--- src/rtl/divider.sv ---
// 32-bit signed/unsigned restoring divider, one quotient bit per cycle: result = {remainder, quotient}.
// Define DIV_BYZERO_FAST_EN to short-cut a zero divisor through the BYZERO state (result 0, ready in cycle 2).
`timescale 1ns/1ps
module divider (
    input  logic        clk,
    input  logic        rst,
    input  logic        signed_div,
    input  logic [31:0] opdata1,
    input  logic [31:0] opdata2,
    input  logic        start,
    input  logic        annul,
    output logic [63:0] result,
    output logic        ready,
    output logic        div_stall
);

`ifdef DIV_BYZERO_FAST_EN
    typedef enum logic [1:0] {S_IDLE = 2'd0, S_BYZERO = 2'd1, S_ON = 2'd2, S_END = 2'd3} state_e;
`else
    typedef enum logic [1:0] {S_IDLE = 2'd0, S_ON = 2'd2, S_END = 2'd3} state_e;
`endif

    state_e      state_q, state_d;
    logic [4:0]  cnt_q, cnt_d;
    logic [63:0] rem_q, rem_d;       // {partial remainder, dividend bits becoming quotient}
    logic [31:0] dvsr_q, dvsr_d;
    logic        signed_q, signed_d;
    logic        q_neg_q, q_neg_d;
    logic        r_neg_q, r_neg_d;
    logic [63:0] result_q, result_d;

    logic [63:0] shifted;
    logic [32:0] diff;
    logic [63:0] step_rem;
    logic [31:0] q_fix, r_fix;
    logic [31:0] a_mag, b_mag;
    logic        accept;

    assign accept = start & ~annul;
    assign a_mag  = (signed_div & opdata1[31]) ? (~opdata1 + 32'd1) : opdata1;
    assign b_mag  = (signed_div & opdata2[31]) ? (~opdata2 + 32'd1) : opdata2;

    // A negative 33-bit difference means the divisor did not fit: keep the shifted value, quotient bit 0.
    assign shifted  = rem_q << 1;
    assign diff     = {1'b0, shifted[63:32]} - {1'b0, dvsr_q};
    assign step_rem = diff[32] ? shifted : {diff[31:0], shifted[31:1], 1'b1};
    assign q_fix    = (signed_q & q_neg_q) ? (~step_rem[31:0] + 32'd1) : step_rem[31:0];
    assign r_fix    = (signed_q & r_neg_q) ? (~step_rem[63:32] + 32'd1) : step_rem[63:32];

    always_comb begin
        // NOTE: every signal gets a default before the case so no path leaves it unassigned (no latches).
        state_d  = state_q;
        cnt_d    = cnt_q;
        rem_d    = rem_q;
        dvsr_d   = dvsr_q;
        signed_d = signed_q;
        q_neg_d  = q_neg_q;
        r_neg_d  = r_neg_q;
        result_d = result_q;
        case (state_q)
            S_IDLE: begin
                if (accept) begin
                    rem_d    = {32'd0, a_mag};
                    dvsr_d   = b_mag;
                    cnt_d    = 5'd0;
                    signed_d = signed_div;
                    q_neg_d  = signed_div & (opdata1[31] ^ opdata2[31]);
                    r_neg_d  = signed_div & opdata1[31];
`ifdef DIV_BYZERO_FAST_EN
                    state_d  = (opdata2 == 32'd0) ? S_BYZERO : S_ON;
`else
                    state_d  = S_ON;
`endif
                end
            end
`ifdef DIV_BYZERO_FAST_EN
            S_BYZERO: begin
                if (annul) begin
                    state_d = S_IDLE;
                end else begin
                    state_d  = S_END;
                    result_d = 64'd0;
                end
            end
`endif
            S_ON: begin
                if (annul) begin
                    state_d = S_IDLE;
                end else begin
                    rem_d = step_rem;
                    cnt_d = cnt_q + 5'd1;
                    if (cnt_q == 5'd31) begin
                        state_d  = S_END;
                        result_d = {r_fix, q_fix};
                    end
                end
            end
            S_END:   state_d = S_IDLE;
            default: state_d = S_IDLE;
        endcase
    end

    // NOTE: state registers use non-blocking assignments so every flop samples pre-edge values.
    always_ff @(posedge clk) begin
        if (rst) begin
            state_q  <= S_IDLE;
            cnt_q    <= 5'd0;
            rem_q    <= 64'd0;
            dvsr_q   <= 32'd0;
            signed_q <= 1'b0;
            q_neg_q  <= 1'b0;
            r_neg_q  <= 1'b0;
            result_q <= 64'd0;
        end else begin
            state_q  <= state_d;
            cnt_q    <= cnt_d;
            rem_q    <= rem_d;
            dvsr_q   <= dvsr_d;
            signed_q <= signed_d;
            q_neg_q  <= q_neg_d;
            r_neg_q  <= r_neg_d;
            result_q <= result_d;
        end
    end

    // While reset is held the block behaves as if already in IDLE.
    always_comb begin
        result = result_q;
        ready  = 1'b0;
        if (rst) begin
            div_stall = accept;
        end else begin
            ready     = (state_q == S_END);
            div_stall = ((state_q == S_IDLE) & accept)
`ifdef DIV_BYZERO_FAST_EN
                      | (state_q == S_BYZERO)
`endif
                      | (state_q == S_ON);
        end
    end

endmodule

--- config.mk ---
export PLATFORM = sky130hd
export DESIGN_NAME = divider
export DESIGN_NICKNAME = d
export VERILOG_FILES = /design/src/rtl/divider.sv
export SDC_FILE = /design/constraint.sdc
export NUM_CORES = 1
export LEC_CHECK = 0
export ABC_AREA = 1
export BUFFER_PORTS_ARGS = -buffer_cell sky130_fd_sc_hd__buf_2
export CORE_ASPECT_RATIO = 1.5
export CORE_MARGIN = 3
export CORE_UTILIZATION = 50
export CTS_BUF_LIST = sky130_fd_sc_hd__clkbuf_8
export CTS_CLUSTER_SIZE = 20
export DETAILED_ROUTE_END_ITERATION = 16
export GPL_TIMING_DRIVEN = 0
export PLACE_DENSITY = 0.79
export SLEW_MARGIN = 20
export SYNTH_ARGS = -nofsm -noshare
export SYNTH_HDL_FRONTEND = slang
export SYNTH_SLANG_ARGS = --single-unit
--- constraint.sdc ---
create_clock -name clk -period 5.47 [get_ports clk]
set_clock_uncertainty 0.1 [all_clocks]
set_input_delay 1.094 -clock clk [delete_from_list [all_inputs] [get_ports clk]]
set_output_delay 1.094 -clock clk [all_outputs]
set_load 0.02 [all_outputs]
After elaboration in Yosys (flattened, before gate mapping):

Cells that the tools add are included.

* flip-flop bits (word level): 169
* bits in latches: 0
* bits in writable memories: 0
* memory bits (read-only): 0
* bits of input ports: 69
* output and inout bits: 66
* logic and storage cells: 57
* memories: 0

* add/sub/neg operators: 6
* multipliers: 0
* div/mod/pow operators: 0
* $lt $le $gt $ge: 0
* equality and inequality tests: 6
* shifts and indexed selects: 0
* mux-type cells: 17
* bitwise logic cells: 14
* reductions and logical operators: 6

Operators by type and width (count)
* adder 32 x 1 -> 32 bit (second input constant): 4
* 2-to-1 mux 32 bit: 4
* NOT 32 bit: 4
* 2-to-1 mux 63 bit: 2
* case mux 63 bit (2 select lines): 1
* 2-to-1 mux 64 bit: 1
* subtractor 32 x 32 -> 33 bit: 1
* 2-to-1 mux 5 bit: 2
* case mux 5 bit (2 select lines): 1
* AND 1 bit: 7
* 2-to-1 mux 2 bit: 3
* AND reduction 3 bit: 2
* adder 5 x 1 -> 5 bit (second input constant): 1
* equality test 5 bit (second input constant): 1
* equality test 2 bit (second input constant): 2
* inequality test 2 bit (second input constant): 2
* case mux 2 bit (2 select lines): 1
* AND reduction 2 bit: 2
* inequality test 3 bit (second input constant): 1
* logical NOT 2 bit: 1
* 2-to-1 mux 1 bit: 2
* nonzero test 2 bit: 1
* NOT 1 bit: 1
* bitwise OR 1 bit: 1
* XOR 1 bit: 1

Logic depth before layout (Yosys ltp):

* word-level depth: 5
* gate-level depth with buffers: 29
* mapped depth without buffers: 28

Least setup slack after synthesis:

Ideal clock, no wire load.

* path type: in2out
* from: in annul
* to: out div_stall
* data arrival time: 2.370 ns
* data required time: 4.276 ns
* setup slack: 1.906 ns
* stages on the path: 6
* buffers on the path: 1
* cells stage by stage: inv_1 nand2_1 nor3_1 clkbuf_1 o21ai_0 o21ai_0

* word-level cells in the longest chain between the ends: 5

Ends and longest elaborated chain
* start: declaration: line 11 `input logic annul,`
* NOT 1 bit (no line) (*)
* AND 1 bit (*): line 39 `assign accept = start & ~annul;`
* AND 1 bit: line 134 `div_stall = ((state_q == S_IDLE) & accept)`
* bitwise OR 1 bit: line 134
* 2-to-1 mux 1 bit (*): line 130 `if (rst) begin`
* end: declaration: line 14 `output logic div_stall`

Every way passes the cells marked *; elsewhere a longest branch is shown, timed or not.

Final worst setup path:

* from: reg dvsr_q[27]
* to: reg result_q[30], in the netlist result[30]

* word-level cells in the longest chain between the ends: 5

Ends and longest elaborated chain
* start: declaration: line 26 `logic [31:0] dvsr_q, dvsr_d;`
* start signal: assignment: line 118 `dvsr_q <= dvsr_d;`
* subtractor 32 x 32 -> 33 bit: line 45 `assign diff = {1'b0, shifted[63:32]} - {1'b0, dvsr_q};`
* 2-to-1 mux 64 bit: line 46 `assign step_rem = diff[32] ? shifted : {diff[31:0], shifted[31:1], 1'b1};`
* NOT 32 bit: line 47 `assign q_fix = (signed_q & q_neg_q) ? (~step_rem[31:0] + 32'd1) : step_rem[31:0];`
* adder 32 x 1 -> 32 bit: line 47
* 2-to-1 mux 32 bit: line 47
* end signal: assignment: line 122 `result_q <= result_d;`
* end: declaration: line 30 `logic [63:0] result_q, result_d;`

No other way between the ends.
A chain may end at the register's enable or synchronous reset.

==> tab_implementation.tex <==
\begin{tabular}{lr}
\hline
Metric & Value \\
\hline
\multicolumn{2}{l}{\textbf{Run status}} \\
\quad Outcome & finished, final reports clean \\
\multicolumn{2}{l}{\textbf{STA}} \\
\quad Final clock period utilization by the worst path & 83.08\% \\
\quad Worst slew pin tran & 0.8272 ns \\
\quad Final TNS setup & 0 ns \\
\quad Fin. max-slew vios & 0 \\
\quad Min Hold Slack & 0.3909 ns \\
\quad Upper clock frequency limit & 0.2200 GHz \\
\quad Number of setup violations in the final report & 0 \\
\quad Setup repair after global routing missed its margin & no \\
\quad Min Tclk post-route & 4.545 ns \\
\quad Slew Limit Headroom & 44.55\% \\
\quad Final hold viol count & 0 \\
\quad Final worst-path setup slack & 0.9253 ns \\
\multicolumn{2}{l}{\textbf{Synthesis}} \\
\quad Commonest cells in the synthesized netlist & 590 x sky130\_fd\_sc\_hd\_\_nand2\_1, 288 x sky130\_fd\_sc\_hd\_\_inv\_1, 169 x sky130\_fd\_sc\_hd\_\_dfxtp\_1 \\
\quad Mean area per synthesized cell & 6.078 um2 \\
\quad Cells after Synth & 2035 \\
\quad Cell area after technology mapping & 0.01237 mm2 \\
\quad Async set or reset register ratio after synthesis & 0\% \\
\quad Cell with the most instances after synthesis & sky130\_fd\_sc\_hd\_\_nand2\_1 \\
\quad \#FFs+latches synth & 169 \\
\quad Leading area contributor after synthesis & sky130\_fd\_sc\_hd\_\_dfxtp\_1 \\
\quad Top cell type's share of synthesized area & 27.35\% \\
\quad Netlist cell types & 55 \\
\quad Post-synth EDFFs & 0 \\
\quad Portion of the post-synthesis area used by sequential elements & 27.35\% \\
\quad Largest cells by area after synthesis & sky130\_fd\_sc\_hd\_\_dfxtp\_1 27\%, sky130\_fd\_sc\_hd\_\_nand2\_1 18\%, sky130\_fd\_sc\_hd\_\_inv\_1 8.7\% \\
\quad Most used DFF post-synth & sky130\_fd\_sc\_hd\_\_dfxtp\_1 \\
\quad Net count after synthesis & 2143 \\
\quad Total number of yosys warnings & 0 \\
\multicolumn{2}{l}{\textbf{Route}} \\
\quad Iteration-0 DRC Markers & 810 \\
\quad Routed via count & 13570 \\
\quad Number of search-and-repair iterations in the first detailed-routing pass & 5 \\
\quad Number of vias per cell & 5.390 \\
\quad Drt drc & 0 \\
\quad Routed len/inst & 16.89 um \\
\quad Remaining number of nets flagged by the antenna check after routing & 0 \\
\quad Sum of routed wire length over all layers & 42.54 mm \\
\multicolumn{2}{l}{\textbf{Global routing}} \\
\quad Total global-route track usage & 31.70\% \\
\quad First-pass GRT wire length & 66.47 mm \\
\quad Pin count of the biggest net entering global routing & 17 \\
\quad Total congestion overflow after global routing & 0 \\
\quad Antenna violations before repair & 0 \\
\quad Number of global-route vias before repair & 13340 \\
\multicolumn{2}{l}{\textbf{Placed design}} \\
\quad HPWL after detailed placement & 35.00 mm \\
\quad Count of buffers from port buffering & 133 \\
\quad Placed cell count & 2487 \\
\quad Worst slack at placement & 0.9866 ns \\
\quad Instance area at placement & 0.01344 mm2 \\
\quad Final weighted congestion in routability-driven placement & 0.9657 \\
\multicolumn{2}{l}{\textbf{Floorplanning}} \\
\quad Die ar. & 0.02670 mm2 \\
\quad Total core area & 0.02400 mm2 \\
\quad DIE WIDTH & 134.4 um \\
\quad Height of the die & 198.6 um \\
\quad Num ports & 135 \\
\quad Initial core utilization & 51.53\% \\
\quad Rows & 69 \\
\multicolumn{2}{l}{\textbf{Layout}} \\
\quad Final standard cell count with taps included and fillers excluded & 2518 \\
\quad Post-layout instance area & 0.01382 mm2 \\
\quad Utilization of the core after routing & 57.56\% \\
\quad Fill cell total of the finished layout & 2502 \\
\quad Relative area change from synthesis to final layout & 11.71\% \\
\quad Share of post-route cells with drive strength above 1 & 11.19\% \\
\quad Net total in the final layout & 2295 \\
\quad Antenna fix cells & 0 \\
\multicolumn{2}{l}{\textbf{Critical path}} \\
\quad Endpoint arrival time on the critical path & 4.82 ns \\
\quad Class of the most critical setup path & reg2reg \\
\quad Required time reported for the critical path endpoint & 5.75 ns \\
\quad Crit Path Max Fanout & 10 \\
\quad Critical path capture point type & flip-flop \\
\quad Critical path launch point type & flip-flop \\
\multicolumn{2}{l}{\textbf{Power}} \\
\quad PwrDens & 212.2 mW/mm2 \\
\quad P\_leak & 7.343 nW \\
\quad Post-route total power & 2.932 mW \\
\quad Maximum resistive drop on vdd & 0.1623 mV \\
\multicolumn{2}{l}{\textbf{Clock tree}} \\
\quad Clock tree from TritonCTS & yes \\
\quad Hold Buf Count CTS & 0 \\
\quad Number of clock buffers inserted by TritonCTS & 17 \\
\quad Clock insertion delay at the later pin of the skew report & 0.49 ns \\
\quad Buffer type at the clock tree root & sky130\_fd\_sc\_hd\_\_clkbuf\_8 \\
\quad Register clock-pin slew on the reported worst setup and hold paths & 0.09 ns \\
\quad CTS max path bufs & 2 \\
\quad Maximum level of the CTS H-tree & 4 \\
\quad Total clock sinks & 169 \\
\quad Post-CTS Resized & 0 \\
\quad Post-CTS setup buffer count & 0 \\
\multicolumn{2}{l}{\textbf{Flow run}} \\
\quad Maximum Capacitance Violations & 0 \\
\multicolumn{2}{l}{\textbf{Min path}} \\
\quad Path type of the worst min-delay path & reg2reg \\
\hline
\end{tabular}
==> routing by layer <==
layer  up-vias  part of all wire (%)  track usage (%)
met5         -                     0                0
met4         0                   7.8            23.43
met3       145                   5.2            4.504
met2       478                    51            58.97
met1      6148                    36            31.73
li1       6801                     -                -
==> power breakdown <==
| group | switching, mW | internal, mW |
|---|---|---|
| Clock | 0.482 | 0.411 |
| Sequential | 0.0402 | 1.27 |
| Combinational | 0.497 | 0.230 |
==> worst max-delay path, stage by stage, from the launching register on <==
cell and delay, ns:
sky130_fd_sc_hd__dfxtp_1 0.34, sky130_fd_sc_hd__inv_1 0.11, sky130_fd_sc_hd__ha_1 0.36, sky130_fd_sc_hd__a21oi_1 0.23, sky130_fd_sc_hd__nand2_1 0.10, sky130_fd_sc_hd__nand2_1 0.06, sky130_fd_sc_hd__nand2_1 0.09, sky130_fd_sc_hd__a21oi_4 0.31
sky130_fd_sc_hd__nand2_4 0.10, sky130_fd_sc_hd__buf_6 0.17, sky130_fd_sc_hd__inv_4 0.14, sky130_fd_sc_hd__ha_1 0.21, sky130_fd_sc_hd__nor3b_1 0.29, sky130_fd_sc_hd__nand2_1 0.11, sky130_fd_sc_hd__nor3_1 0.25, sky130_fd_sc_hd__nand2_1 0.09
sky130_fd_sc_hd__inv_1 0.15, sky130_fd_sc_hd__nand4_1 0.20, sky130_fd_sc_hd__nand3b_1 0.33, sky130_fd_sc_hd__nand2_1 0.14, sky130_fd_sc_hd__nand2_1 0.10, sky130_fd_sc_hd__o21ai_0 0.17, sky130_fd_sc_hd__nand2_1 0.07, sky130_fd_sc_hd__o221ai_1 0.17
sky130_fd_sc_hd__inv_1 0.05
==> path summary, 6_finish.rpt <==
| check | depth (start not counted) | from | to | slack (ns) |
|---|---|---|---|---|
| max | 24 | dvsr_q[27]$_SDFFE_PP0P_ | result[30]$_SDFFE_PP0P_ | 0.93 |
| min | 2 | signed_q$_SDFFE_PP0P_ | signed_q$_SDFFE_PP0P_ | 0.39 |
| max reg2reg | 24 | dvsr_q[27]$_SDFFE_PP0P_ | result[30]$_SDFFE_PP0P_ | 0.93 |
| min reg2reg | 2 | signed_q$_SDFFE_PP0P_ | signed_q$_SDFFE_PP0P_ | 0.39 |
==> cells in the final DEF (no fill, tap or decap), types with 3 or more instances in the layout <==
| cell | Yosys | routed |
|---|---|---|
| sky130_fd_sc_hd__a21oi_1 | 151 | 151 |
| sky130_fd_sc_hd__nand2_2 | 19 | 19 |
| sky130_fd_sc_hd__a21o_1 | 4 | 4 |
| sky130_fd_sc_hd__dfxtp_1 | 169 | 169 |
| sky130_fd_sc_hd__nand3b_1 | 7 | 7 |
| sky130_fd_sc_hd__buf_6 | 4 | 4 |
| sky130_fd_sc_hd__xor2_1 | 58 | 58 |
| sky130_fd_sc_hd__nor3_1 | 31 | 30 |
| sky130_fd_sc_hd__inv_2 | 15 | 15 |
| sky130_fd_sc_hd__clkinv_1 | 3 | 3 |
| sky130_fd_sc_hd__o221ai_1 | 17 | 17 |
| sky130_fd_sc_hd__ha_1 | 38 | 38 |
| sky130_fd_sc_hd__o31ai_1 | 4 | 4 |
| sky130_fd_sc_hd__clkbuf_8 | 0 | 18 |
| sky130_fd_sc_hd__clkinv_2 | 0 | 3 |
| sky130_fd_sc_hd__buf_2 | 3 | 136 |
| sky130_fd_sc_hd__nor4_1 | 6 | 6 |
| sky130_fd_sc_hd__nor2_4 | 3 | 3 |
| sky130_fd_sc_hd__o21ai_2 | 3 | 3 |
| sky130_fd_sc_hd__nand3_2 | 4 | 4 |
| sky130_fd_sc_hd__and2_1 | 5 | 5 |
| sky130_fd_sc_hd__or2_1 | 3 | 3 |
| sky130_fd_sc_hd__or2_2 | 10 | 10 |
| sky130_fd_sc_hd__a221oi_1 | 3 | 3 |
| sky130_fd_sc_hd__nor2_1 | 167 | 167 |
| sky130_fd_sc_hd__buf_1 | 11 | 11 |
| sky130_fd_sc_hd__o21ai_0 | 153 | 153 |
| sky130_fd_sc_hd__a211oi_1 | 3 | 3 |
| sky130_fd_sc_hd__nor2_2 | 10 | 10 |
| sky130_fd_sc_hd__xnor2_1 | 24 | 24 |
| sky130_fd_sc_hd__clkbuf_1 | 56 | 56 |
| sky130_fd_sc_hd__clkinvlp_4 | 0 | 4 |
| sky130_fd_sc_hd__o21bai_1 | 5 | 5 |
| sky130_fd_sc_hd__o21ai_1 | 7 | 7 |
| sky130_fd_sc_hd__nand2_1 | 590 | 590 |
| sky130_fd_sc_hd__a31oi_1 | 5 | 5 |
| sky130_fd_sc_hd__inv_1 | 288 | 290 |
| sky130_fd_sc_hd__o211ai_1 | 13 | 13 |
| sky130_fd_sc_hd__nand4_1 | 18 | 18 |
| sky130_fd_sc_hd__nand3_1 | 102 | 102 |
==> cells by family after synthesis <==
family / share of synthesized area [%]
adders and majority gates: 4.006
AOI/OAI and AO/OA: 16.94
buffers and inverters: 12.04
and+or+nand+nor: 33.85
xor gates and xnor gates: 5.807
DFF: 27.35
==> layout make-up <==
type / count / area (um2) / area share [%]
multi-input combinational: 1483 / 7501 / 54.29
clock inverter: 13 / 130.1 / 0.9419
tap: 319 / 399.1 / 2.889
inverter: 307 / 1155 / 8.359
sequential: 169 / 3383 / 24.49
buffer: 76 / 334.1 / 2.418
clock buffer: 18 / 247.7 / 1.793
timing repair buffer: 133 / 665.6 / 4.818
==> state kept, by name (all words and copies together) (netlist names) <==
| register | flops |
|---|---|
| signed_q | 1 |
| dvsr_q | 32 |
| state_q | 2 |
| cnt_q | 5 |
| rem_q | 63 |
| r_neg_q | 1 |
| q_neg_q | 1 |
| result | 64 |
Power figures use the tool's default switching activity.
